## config.mk

```make
export PLATFORM = sky130hd
export DESIGN_NAME = mux_8x1_8bit_reg
export DESIGN_NICKNAME = d
export VERILOG_FILES = /design/src/rtl/mux_8x1_8bit_reg.sv
export SDC_FILE = /design/constraint.sdc
export NUM_CORES = 1
export LEC_CHECK = 0
export ABC_AREA = 1
export CORE_ASPECT_RATIO = 0.5
export CORE_MARGIN = 1
export CORE_UTILIZATION = 31
export CTS_CLUSTER_SIZE = 16
export DETAILED_ROUTE_END_ITERATION = 6
export GPL_ROUTABILITY_DRIVEN = 0
export PLACE_DENSITY_LB_ADDON = 0.25
export SYNTH_ARGS = -nofsm -noshare
export SYNTH_HDL_FRONTEND = slang
export SYNTH_SLANG_ARGS = --single-unit
```

## constraint.sdc

```tcl
create_clock -name CLK -period 1 [get_ports CLK]
set_input_delay 0.2 -clock CLK [delete_from_list [all_inputs] [get_ports CLK]]
set_output_delay 0.2 -clock CLK [all_outputs]
set_load 0.005 [all_outputs]
```

## src/rtl/mux_8x1_8bit_reg.sv

```systemverilog
// mux_8x1_8bit_reg: 8:1 data selector with combinational output and enabled registered copy
module mux_8x1_8bit_reg #(
    parameter int WIDTH = 8,
    parameter logic [WIDTH-1:0] RESET_VALUE = '0
) (
    input  logic             CLK,
    input  logic             RESET,
    input  logic             EN,
    input  logic [WIDTH-1:0] I0,
    input  logic [WIDTH-1:0] I1,
    input  logic [WIDTH-1:0] I2,
    input  logic [WIDTH-1:0] I3,
    input  logic [WIDTH-1:0] I4,
    input  logic [WIDTH-1:0] I5,
    input  logic [WIDTH-1:0] I6,
    input  logic [WIDTH-1:0] I7,
    input  logic [2:0]       S,
    output logic [WIDTH-1:0] Y,
    output logic [WIDTH-1:0] Y_Q
);
    logic [WIDTH-1:0] in [8];

    assign in = '{I0, I1, I2, I3, I4, I5, I6, I7};

    // Unsigned index into the input table; an unknown select propagates X to Y
    always_comb begin
        Y = in[S];
    end

    // Registered copy of Y; asynchronous reset takes priority over capture
    always_ff @(posedge CLK or posedge RESET) begin
        if (RESET)
            Y_Q <= RESET_VALUE;
        else if (EN)
            Y_Q <= Y;
    end
endmodule

```

==> Implementation_results.wiki, run 1 <==
{| class="wikitable"
! Metric !! Value
|-
| Antenna Diode Count || 0
|-
| Number of sinks handled by clock tree synthesis || 8
|-
| Initial cell density of the core || 33.2%
|-
| Synthesized area divided by synthesized cell count || 5.18 sq um
|-
| Wire length of the first global-routing pass || 8580 um
|-
| Maximum fanout along the worst path || 8
|-
| VDD IR-drop max || 0.000761 V
|-
| Post-synthesis net count || 295
|-
| Cell count after placement || 368
|-
| Synthesis Warnings || 0
|-
| Switching fraction of total power || 36.5%
|-
| Area contributors post-synth || nand2_1, nand3_1, dfrtp_1, inv_1, buf_6
|-
| Final setup skew || 0 ns
|-
| Total buffers and inverters traversed by the critical path || 4
|-
| Most common cell after layout, fill and taps aside || inv_1
|-
| Power per Cell Area || 685 nW/um^2
|-
| Clock tree from TritonCTS || done
|-
| Number of instances in the synthesized netlist || 225
|-
| Count of placed standard cells in the final layout, fillers left out || 393
|-
| Number of detailed-route iterations in the first pass || 5
|-
| DR iter-0 viols || 158
|-
| Root buffer selected by CTS || clkbuf_8
|-
| Number of port buffers || 85
|-
| Count of distinct cell types in the synthesized netlist || 11
|-
| Top achievable clock speed || 708 MHz
|-
| Place WS || -1.12 ns
|-
| Total routing usage reported by global routing || 28.8%
|-
| Critical Path End Type || output port
|-
| Fin worst setup slack || -0.412 ns
|-
| Via count || 1944
|-
| Clock Latency Late Sink || 0.22 ns
|-
| Number of flip-flops in the largest register || 8
|-
| Most used cells in the layout excluding fill and tap cells || inv_1, nand2_1, dlygate4sd2_1, nand2_2, nand3_2
|-
| Data required time at the worst endpoint || 0.80 ns
|-
| Static leakage || 1.73 nW
|-
| Clock edge transition at the registers on the reported setup and hold paths || 0.04 ns
|-
| Nature of the critical path startpoint || input pin
|-
| Worst Max-Slew Pin Slew || 0.298 ns
|-
| Height of the die || 45.4 um
|-
| Final-layout fill cell count || 211
|-
| Largest net degree at the start of global routing || 17
|-
| Total setup violations reported at the end of the flow || 13
|-
| Largest delay contributor family on the critical path || simple AND/OR/NAND/NOR gates
|-
| Number of rows in the core area || 15
|-
| Arrival time reported for the critical path endpoint || 1.21 ns
|-
| Hold/Removal Path Class || in -> async
|-
| Part of the Yosys area used for sequential elements || 17.2%
|-
| Post-detailed-route via-to-cell ratio || 4.95
|-
| Grt ovf || 0
|-
| RSZ-0062 raised after global routing || yes
|-
| Average wire per cell in the routed design || 16.7 um
|-
| Sequence of cells on the critical path || buf_8, buf_8, buf_12, nand2_2, nand2_1, nand2_1, nand3_2, and2_4, buf_6
|-
| Longest individual stage delay on the worst path || 0.18 ns
|-
| Overall die area || 4030 sq um
|-
| Type of the worst setup path || in -> out
|-
| Horizontal die dimension || 88.7 um
|-
| Proportion of layout cells with a drive suffix above 1 || 48.0%
|-
| Detailed Place HPWL || 3400 um
|-
| Layout Nets || 414
|-
| Net Switching || 0.721 mW
|-
| Combinational fraction of design power || 61.0%
|-
| Deepest clock path buffer count || 2
|-
| Result of the run || finished, violations left
|-
| Antenna violations before repair || 0
|-
| Seq pwr share || 19.7%
|-
| Number of nets with antenna violations after routing || 0
|-
| Core footprint || 3510 sq um
|-
| Internal || 1.25 mW
|-
| Register bank with the most flops || Y_Q
|-
| FF+latch count, synth || 8
|-
| Total count of max-transition violations in the final report || 0
|-
| Share of the synthesized area in the top cell type || 30.9%
|-
| Endpoints failing hold || 0
|-
| Top-level port count || 86
|-
| Synthesis-to-finish area growth || 147%
|-
| Post-route fraction of the period consumed by the critical path || 141%
|-
| Max-cap violations || 0
|-
| Total Routed Length || 6560 um
|-
| Number of levels the H-tree was split into || 1
|-
| Max stage delay cell, worst path || and2_4
|-
| Number of global-route vias before repair || 1920
|-
| Violated checks || negative setup slack
|-
| Post-Syn Area || 1170 sq um
|-
| DRC violations left || 0
|-
| Time the worst path needs with I/O delays and setup || 1.41 ns
|-
| Largest registers || Y_Q: 8 flops
|-
| Cts bufs inserted || 3
|-
| Tightest slew margin relative to the limit || 80.1%
|-
| Clock share of power || 19.3%
|-
| Cell type with the largest total area after synthesis || nand2_1
|-
| CTS hold repair buffers || 0
|}
-- per-stage QoR --
stage          instance area (sq um)  power [mW]  util [%]  hold slack [ns]  setup TNS [ns]
2_1_floorplan                   1180       0.743         -           0.0157          -0.155
3_3_place_gp                    2120        1.25      60.3            0.454          -12.91
3_5_place_dp                    2120        1.26      60.3            0.466          -13.54
4_1_cts                         2600        1.80      74.1            0.231           -3.57
5_1_grt                         2880        2.07      82.1            0.273           -3.98
6_report                        2880        1.97      82.1            0.225           -3.64
-- worst reg2reg max path, delay by kind of cell, from the launching register on --
family	cells	cell delay, ns
AND/OR/NAND/NOR	2	0.15
flip-flops	1	0.37
-- cell usage after synthesis --
library cell,instances
buf_2,2
clkbuf_1,1
inv_6,1
dfrtp_1,8
nand2_1,96
buf_4,1
inv_1,51
buf_6,8
and2_1,8
nand3_1,48
inv_2,1
-- cell type report --
class                           count  area, sq um  share of cell area (%)
Timing Repair inverter              3         41.3                    1.43
Sequential cell                     8          200                    6.95
Tap cell                           51         63.8                    2.21
Timing Repair Buffer              123         1200                    41.7
Multi-Input combinational cell    152         1110                    38.5
Clock buffer                        3         41.3                    1.43
Inverter                           53          224                    7.77
-- final timing paths --
kind / from / end / slack (ns) / cells after the start
worst max-delay path: S[0] / Y[7] / -0.41 / 9
worst min-delay path: RESET / Y_Q[6]$_DFFE_PP0P_ / 0.22 / 2
worst max register to register: Y_Q[7]$_DFFE_PP0P_ / Y_Q[7]$_DFFE_PP0P_ / 0.36 / 2
worst min register to register: Y_Q[1]$_DFFE_PP0P_ / Y_Q[1]$_DFFE_PP0P_ / 0.47 / 2
max in group asynchronous: RESET / Y_Q[3]$_DFFE_PP0P_ / 0.55 / 2
min in group CLK: I3[4] / Y_Q[4]$_DFFE_PP0P_ / 0.47 / 7
-- cells by family (layout without fill, tap and decap cells) --
kind of cell / Yosys count / in the layout / synth area share [%]
AND/OR/NAND/NOR: 152 / 152 / 55.8
buffers and inverters: 65 / 182 / 27.0
flip-flops: 8 / 8 / 17.2
-- power by group through the flow --
| stage | Combinational [mW] | Sequential (mW) | Clock, mW |
|---|---|---|---|
| final | 1.20 | 0.389 | 0.381 |
| after global routing | 1.28 | 0.392 | 0.406 |
| after CTS | 1.02 | 0.388 | 0.388 |
| after detailed placement | 0.870 | 0.394 | 0 |
| after global placement | 0.862 | 0.391 | 0 |
| after floorplan | 0.348 | 0.395 | 0 |
-- per-layer routing --
metal  vias up  track usage, %  share of wire, %
li1        897               -                 -
met2       107            51.7                49
met3        26            5.25               7.2
met4         0            6.77               3.6
met1       914            36.6                41
met5         -               0                 0
-- timing repair --
| action | in CTS | in global routing |
|---|---|---|
| pin swaps | 60 | 48 |
| gates cloned | 4 | 2 |
| resized for setup | 211 | 97 |
| buffers inserted | 36 | 5 |
| setup endpoints to repair | 24 | 16 |
Power figures use the tool's default switching activity.
==> run 2, diff against run 1 <==
CELL_PAD_IN_SITES_DETAIL_PLACEMENT = 2   (was default)
CELL_PAD_IN_SITES_GLOBAL_PLACEMENT = 2   (was default)
CORE_UTILIZATION = 13   (was 31)
==> run 2 against run 1 <==
  * Via count up 1.8%
  * Flip-flop and latch count unchanged
  * Global-route usage down 10 points
  * The flow still finishes with violations (negative setup slack)
  * Worst setup slack worse by 0.034 ns
  * Largest cell class unchanged
  * Critical endpoint is now Y[5]
  * Combinational power up 27%
  * Cell area up 16%
  * First-iteration DRC count down 80%
  * Fmax down 2.3%
  * Core utilization down 42 points
  * Clock-buffer cell count unchanged
==> Implementation_results.wiki, run 2 (same netlist as run 1, synthesis figures left out) <==
{| class="wikitable"
! Metric !! Value
|-
| Result of the run || finished, violations left
|-
| Violated checks || negative setup slack
|-
| Height of the die || 69.0 um
|-
| Cts bufs inserted || 3
|-
| Time the worst path needs with I/O delays and setup || 1.45 ns
|-
| Max stage delay cell, worst path || clkdlybuf4s50_1
|-
| Number of detailed-route iterations in the first pass || 4
|-
| Number of nets with antenna violations after routing || 0
|-
| Fin worst setup slack || -0.446 ns
|-
| Most used cells in the layout excluding fill and tap cells || nand2_1, inv_1, dlygate4sd2_1, nand3_2, buf_6
|-
| Detailed Place HPWL || 5070 um
|-
| Synthesis-to-finish area growth || 186%
|-
| Clock tree from TritonCTS || done
|-
| Total routing usage reported by global routing || 18.4%
|-
| DR iter-0 viols || 32
|-
| RSZ-0062 raised after global routing || yes
|-
| Tightest slew margin relative to the limit || 74.5%
|-
| Number of port buffers || 85
|-
| Final core utilization || 40.0%
|-
| Core footprint || 8350 sq um
|-
| Root buffer selected by CTS || clkbuf_16
|-
| Endpoints failing hold || 0
|-
| Antenna violations before repair || 0
|-
| Register bank with the most flops || Y_Q
|-
| Post-detailed-route via-to-cell ratio || 4.12
|-
| Most common cell after layout, fill and taps aside || nand2_1
|-
| Clock Latency Late Sink || 0.24 ns
|-
| Most frequent cell on the critical path || nand2_1
|-
| Final setup skew || 0 ns
|-
| Static leakage || 1.90 nW
|-
| Longest individual stage delay on the worst path || 0.43 ns
|-
| Overall die area || 9380 sq um
|-
| Total count of max-transition violations in the final report || 0
|-
| Largest registers || Y_Q: 8 flops
|-
| Largest net degree at the start of global routing || 17
|-
| Number of sinks handled by clock tree synthesis || 8
|-
| Total Routed Length || 9740 um
|-
| Max-cap violations || 0
|-
| Type of the worst setup path || in -> out
|-
| Power per Cell Area || 792 nW/um^2
|-
| Post-route fraction of the period consumed by the critical path || 145%
|-
| Via count || 1979
|-
| Hold/Removal Path Class || in -> async
|-
| Multi-input gate area || 1120 sq um
|-
| Count of placed standard cells in the final layout, fillers left out || 480
|-
| Arrival time reported for the critical path endpoint || 1.25 ns
|-
| Number of flip-flops in the largest register || 8
|-
| Grt ovf || 0
|-
| Data required time at the worst endpoint || 0.80 ns
|-
| Top-level port count || 86
|-
| DRC violations left || 0
|-
| Deepest clock path buffer count || 2
|-
| Setup slack on the worst flop-to-flop path || 0.21 ns
|-
| Worst Max-Slew Pin Slew || 0.382 ns
|-
| Initial cell density of the core || 14.0%
|-
| Number of levels the H-tree was split into || 1
|-
| Horizontal die dimension || 136 um
|-
| Proportion of layout cells with a drive suffix above 1 || 51.1%
|-
| Nature of the critical path startpoint || input pin
|-
| Wire length of the first global-routing pass || 12500 um
|-
| Top achievable clock speed || 692 MHz
|-
| Sequential cell area in the final layout || 200 sq um
|-
| Sequence of cells on the critical path || clkdlybuf4s50_1, nand2_1, nand2_1, nand2_1, nand3_2, and2_4, buf_6
|-
| Layout Nets || 440
|-
| Hold slack final || 0.261 ns
|-
| Final-layout fill cell count || 944
|-
| Cell count after placement || 429
|-
| Average wire per cell in the routed design || 20.3 um
|-
| Total setup violations reported at the end of the flow || 16
|-
| VDD IR-drop max || 0.000460 V
|-
| Clock edge transition at the registers on the reported setup and hold paths || 0.04 ns
|-
| Number of rows in the core area || 23
|-
| Number of global-route vias before repair || 2273
|-
| Maximum fanout along the worst path || 2
|-
| Antenna Diode Count || 0
|-
| Critical Path End Type || output port
|-
| Total power draw || 2.64 mW
|}
run 2: metrics by stage:
step                area, sq um  TNS, ns  worst slack (ns)
floorplan                  1180   -0.155           -0.0223
global placement           2230   -14.51             -1.16
finish                     3340    -4.99            -0.446
global route               3340    -5.54            -0.470
detailed placement         2230   -15.03             -1.19
CTS                        3040    -3.83            -0.381
run 2: final cells by class:
class	count	share of cell area, %
inverter	53	6.93
sequential	8	5.99
tap	112	4.20
timing repair buffer	151	46.9
clock buffer	3	2.25
timing repair inverter	1	0.337
multi-input combinational	152	33.4
run 2: worst paths after layout:
kind / startpoint / to / cells after the start
setup / recovery: I5[5] / Y[5] / 7
hold reg to reg: Y_Q[4]$_DFFE_PP0P_ / Y_Q[4]$_DFFE_PP0P_ / 2
hold / removal: RESET / Y_Q[1]$_DFFE_PP0P_ / 2
setup reg to reg: Y_Q[6]$_DFFE_PP0P_ / Y_Q[6]$_DFFE_PP0P_ / 3
max in group asynchronous: RESET / Y_Q[2]$_DFFE_PP0P_ / 2
min in group CLK: Y_Q[4]$_DFFE_PP0P_ / Y_Q[4]$_DFFE_PP0P_ / 2
run 2: timing repair:
action	CTS	global route
hold buffers	0	0
gates cloned	3	0
endpoints found under the setup margin	24	16
buffers inserted	50	12
resized for setup	236	61
pin swaps	63	53
run 2: metal layers:
metal,part of all wire [%],wire length [um],vias up,track usage (%)
li1,-,-,952,-
met1,45,4410,948,21.5
met2,48,4710,59,36.2
met3,3.9,384,20,2.34
met4,2.4,238,0,4.58
met5,0,0,-,0
run 2: report_power, final:
| group | switching, mW | leakage, nW | internal [mW] |
|---|---|---|---|
| Clock | 0.215 | 0.0370 | 0.521 |
| Combinational | 0.694 | 1.77 | 0.821 |
| Sequential | 0.0274 | 0.0966 | 0.366 |
run 2: critical path: cells and delay by family:
family / cells / cell delay, ns
simple gates: 5 / 0.51
buf+inv: 2 / 0.54
